**src/rtl/lut_table_writer.sv**
```systemverilog
// Byte-stream driven lookup table: header bytes select write/clear operations,
// payload bytes fill the table from a wrapping pointer; one registered read port.
module lut_table_writer #(
    parameter int ADDR_W = 6,
    parameter int DATA_W = 8
) (
    input  logic              clk,
    input  logic              rst,
    input  logic              in_valid,
    input  logic              in_sof,
    input  logic [7:0]        in_data,
    output logic              in_ready,
    input  logic [ADDR_W-1:0] rd_addr,
    output logic [DATA_W-1:0] rd_data,
    output logic              busy,
    output logic              err,
    output logic [ADDR_W:0]   wr_count
);

    localparam int DEPTH = 1 << ADDR_W;
    localparam logic [ADDR_W:0] CNT_MAX = (ADDR_W+1)'(DEPTH);

    typedef enum logic [1:0] {IDLE, WRITE, CLEAR} state_t;

    state_t              state;
    logic [ADDR_W-1:0]   ptr;
    logic [DATA_W-1:0]   mem [DEPTH];

    logic                xfer;
    logic                hdr;
    logic                wr_en;
    logic [DATA_W-1:0]   wr_val;

    assign xfer   = in_valid & in_ready;
    assign hdr    = xfer & in_sof;
    assign wr_en  = (state == CLEAR) | ((state == WRITE) & xfer & ~in_sof);
    assign wr_val = (state == CLEAR) ? '0 : DATA_W'(in_data);

    // Control FSM; busy/in_ready are registered alongside the state.
    always_ff @(posedge clk or posedge rst) begin
        if (rst) begin
            state    <= IDLE;
            ptr      <= '0;
            wr_count <= '0;
            err      <= 1'b0;
            busy     <= 1'b0;
            in_ready <= 1'b1;
        end else begin
            case (state)
                CLEAR: begin
                    ptr <= ptr + 1'b1;
                    if (&ptr) begin
                        state    <= IDLE;
                        busy     <= 1'b0;
                        in_ready <= 1'b1;
                    end
                end
                default: begin
                    if (hdr) begin
                        wr_count <= '0;
                        case (in_data[7:6])
                            2'b00: begin
                                state <= WRITE;
                                ptr   <= ADDR_W'(in_data[5:0]);
                            end
                            2'b01: begin
                                state    <= CLEAR;
                                ptr      <= '0;
                                busy     <= 1'b1;
                                in_ready <= 1'b0;
                            end
                            default: begin
                                state <= IDLE;
                                ptr   <= ADDR_W'(in_data[5:0]);
                                err   <= 1'b1;
                            end
                        endcase
                    end else if (xfer) begin
                        if (state == WRITE) begin
                            ptr <= ptr + 1'b1;
                            if (wr_count != CNT_MAX)
                                wr_count <= wr_count + 1'b1;
                        end else begin
                            err <= 1'b1;
                        end
                    end
                end
            endcase
        end
    end

    // Read samples pre-write contents, so a same-address collision returns old data.
    always_ff @(posedge clk or posedge rst) begin
        if (rst) begin
            for (int i = 0; i < DEPTH; i++)
                mem[i] <= '0;
            rd_data <= '0;
        end else begin
            if (wr_en)
                mem[ptr] <= wr_val;
            rd_data <= mem[rd_addr];
        end
    end

endmodule

```
**config.mk**
```make
export PLATFORM = sky130hd
export DESIGN_NAME = lut_table_writer
export DESIGN_NICKNAME = d
export VERILOG_FILES = /design/src/rtl/lut_table_writer.sv
export SDC_FILE = /design/constraint.sdc
export NUM_CORES = 1
export LEC_CHECK = 0
export ABC_AREA = 1
export CAP_MARGIN = 20
export CORE_UTILIZATION = 29
export CTS_CLUSTER_DIAMETER = 80
export DETAILED_ROUTE_END_ITERATION = 8
export GPL_TIMING_DRIVEN = 1
export SYNTH_ARGS = -nofsm -noshare
export SYNTH_HDL_FRONTEND = slang
export SYNTH_SLANG_ARGS = --single-unit
```
**constraint.sdc**
```tcl
create_clock -name clk -period 37.6 [get_ports clk]
set_input_delay 7.52 -clock clk [delete_from_list [all_inputs] [get_ports clk]]
set_output_delay 7.52 -clock clk [all_outputs]
set_load 0.1 [all_outputs]
```
==> results.md <==
- Fin crit share: 0.264
- WHS: 467 ps
- Worst path max stage delay: 760 ps
- YS warnings: 0
- Drt initial violations: 2156
- Status: complete, no violations
- Arrival time worst endpoint: 10500 ps
- Hpwl dp: 41000 microns
- Postcts setup bufs: 0
- Sw Ratio: 0.343
- Antenna violations before repair: 1
- CTS Buf Count: 57
- Synth Register Bits: 538
- Pwr dens: 69.4 nW/um^2
- CTS Buffer Depth: 3
- Min-delay src: err$_DFFE_PP0P_
- Hold Crit Class: reg2reg
- Clk slew on worst S/H paths: 60 ps
- Clock Power Share: 0.311
- Crit path kind: in2reg
- Die Area: 86000 sq um
- Leading cell types in the layout, fill and taps excluded: nand2_1 (1252), dfrtp_1 (537), o21ai_0 (488)
- Synth cell types: 28
- Max H-tree Level: 2
- DRT Wirelength: 72200 microns
- Final Hold Viols: 0
- F_max: 101 MHz
- Final setup violation count: 0
- Post-synth net total: 3128
- CP Buf/Inv Count: 3
- Setup_tns: 0 ps
- Worst-skew pair later-pin latency: 630 ps
- Nets: 3018
- Layout filler cell count: 9009
- Vias in the first global route: 19500
- DRT antenna net count: 0
- First-pass detailed-route iteration total: 8
- Max_slew headroom: 0.276
- Syn Area/Cell: 7.91 sq um
- Worst Path Required: 38160 ps
- Area Overhead vs Synth: 12.4%
- Residual DRC count: 0
- CTS resizes: 0
- Total global routing overflow: 0
- CP Capture Type: register
- Clk_skew: 13.8 ps
- Root buffer selected by CTS: clkbuf_16
- Layout cells sized above 1: 0.0493
- Final Util: 0.330
- Placer Congestion: 0.831
- Logic pwr share: 0.241
- Slowest-stage cell, CP: buf_4
- Mapped Cells: 3107
- CP Max Fanout: 123
- Clk sinks: 538
- Rows: 106
- IO buf count: 35
- Worst Max-Slew Pin Slew: 1090 ps
- Worst vdd ir: 38.3 uV
- Pwr Total: 0.00192 W
- Final WS setup: 27660 ps
- Core Region: 83800 sq um
- Post-Synthesis Cell Area: 24600 sq um
- Hold_buf cts: 0
- CP cell instances: clkbuf_8 > inv_8 > buf_4 > nand2_1 > nand3_1 > nand3_1 > nand2_1 > nand2_1 > nand3_1 > nand3_1 > nand2_1
- Worst setup path startpoint: rd_addr[0]
- Initial Utilization: 0.293
- IO Count: 36
- Final Critical Period: 9940 ps
- Antenna fix cells: 0
- First-pass GRT wire length: 115000 microns
- Crit-path leading delay family: buffers and inverters
- Vias: 20400
- Die Width: 293 microns
- Wire per inst: 17.3 microns
- Leakage: 12.1 nW
- Startpoint Class: input port
- P_int: 0.00126 W
- Post-synthesis sequential area ratio: 0.548
- Largest net degree at the start of global routing: 148
- Dpl ws: 27010 ps
- Max-cap viol count: 0
- Worst R2R Start: in_ready$_DFFE_PP1P_
- Commonest non-fill, non-tap cell in the layout: nand2_1
- Fin. max-slew vios: 0
- Die H: 293 microns
- GRT Total Usage: 0.169
- RSZ-0062 raised after global routing: no
- Vias per inst: 4.89
- Sequential share of power: 0.448
- Sw Pwr: 0.000658 W
- CTS tree: done
cells by family after synthesis:
group,count (synthesis),synth area share
AND/OR/NAND/NOR,1758,0.295
AO/OA/AOI/OAI,538,0.110
XOR/XNOR,3,0.00107
flip-flops,538,0.548
buffers and inverters,267,0.0446
adder cells (fa/ha/maj),3,0.00153
power by group through the flow:
| stage | sequential [W] | combinational [W] | clock, W |
|---|---|---|---|
| 6_report | 0.000859 | 0.000463 | 0.000595 |
| 5_1_grt | 0.000881 | 0.000526 | 0.000630 |
| 4_1_cts | 0.000857 | 0.000465 | 0.000606 |
| 3_5_place_dp | 0.000864 | 0.000465 | 0 |
| 3_3_place_gp | 0.000862 | 0.000454 | 0 |
| 2_1_floorplan | 0.000878 | 0.000311 | 0 |
cell usage after synthesis, drive strengths merged:
master / number / area (sq um)
a31oi: 3 / 18.8
nand2: 1259 / 4730
nor3: 12 / 60.1
ha: 3 / 37.5
nand3: 456 / 2280
o31ai: 1 / 7.51
clkinv: 1 / 3.75
nand4: 1 / 6.26
a32oi: 1 / 8.76
dfrtp: 537 / 13400
xor2: 3 / 26.3
dfstp: 1 / 26.3
a31o: 1 / 8.76
buf: 53 / 294
a21oi: 5 / 25.0
o21ai: 526 / 2640
clkbuf: 176 / 661
inv: 37 / 139
nor2: 30 / 175
o21a: 1 / 7.51
flip-flops by register name, summed over array words and instances, names as in the netlist:
register  cells
rd_data       8
err           1
state         2
ptr           6
wr_count      7
busy          1
in_ready      1
mem         512
layout make-up:
class | count | area, sq um | share of cell area
well taps | 1134 | 1420 | 0.0513
repair buffers | 60 | 547 | 0.0198
flip-flops and latches | 538 | 13500 | 0.487
inverters | 38 | 161 | 0.00584
clock inverters | 19 | 230 | 0.00833
clock buffers | 87 | 1760 | 0.0638
multi-input cells | 2302 | 10000 | 0.364
worst paths after layout:
check | depth (start not counted) | slack [ps] | endpoint
max | 11 | 27660 | rd_data[5]$_DFF_PP0_
min | 1 | 470 | err$_DFFE_PP0P_
max reg2reg | 9 | 34640 | mem[330]$_DFFE_PP0P_
min reg2reg | 1 | 470 | err$_DFFE_PP0P_
max in group asynchronous | 4 | 27780 | mem[114]$_DFFE_PP0P_
min in group asynchronous | 2 | 7440 | mem[165]$_DFFE_PP0P_
worst register-to-register path, stage by stage, from the launching register on:
cell and delay (ps):
dfstp_2 560, nand2_1 70, nor2_1 170, inv_1 100
o21ai_2 400, inv_2 290, nor2_4 410, nand2_1 520
nand2_1 180, o21ai_0 100
stage by stage:
step	instance area (sq um)	std cells
floorplan	24600	3107
CTS	27600	4178
finish	27600	4178
global placement	25600	4072
detailed placement	25600	4072
global route	27600	4178
routing by layer:
metal  GRT usage  vias up  wire, microns
met1       0.241     9855          33900
met2       0.265      501          33000
met5           0        -             13
met3      0.0242      113           3560
met4      0.0504        2           1780
li1            -     9965              -
No activity file was read; power rests on OpenSTA's default activity.
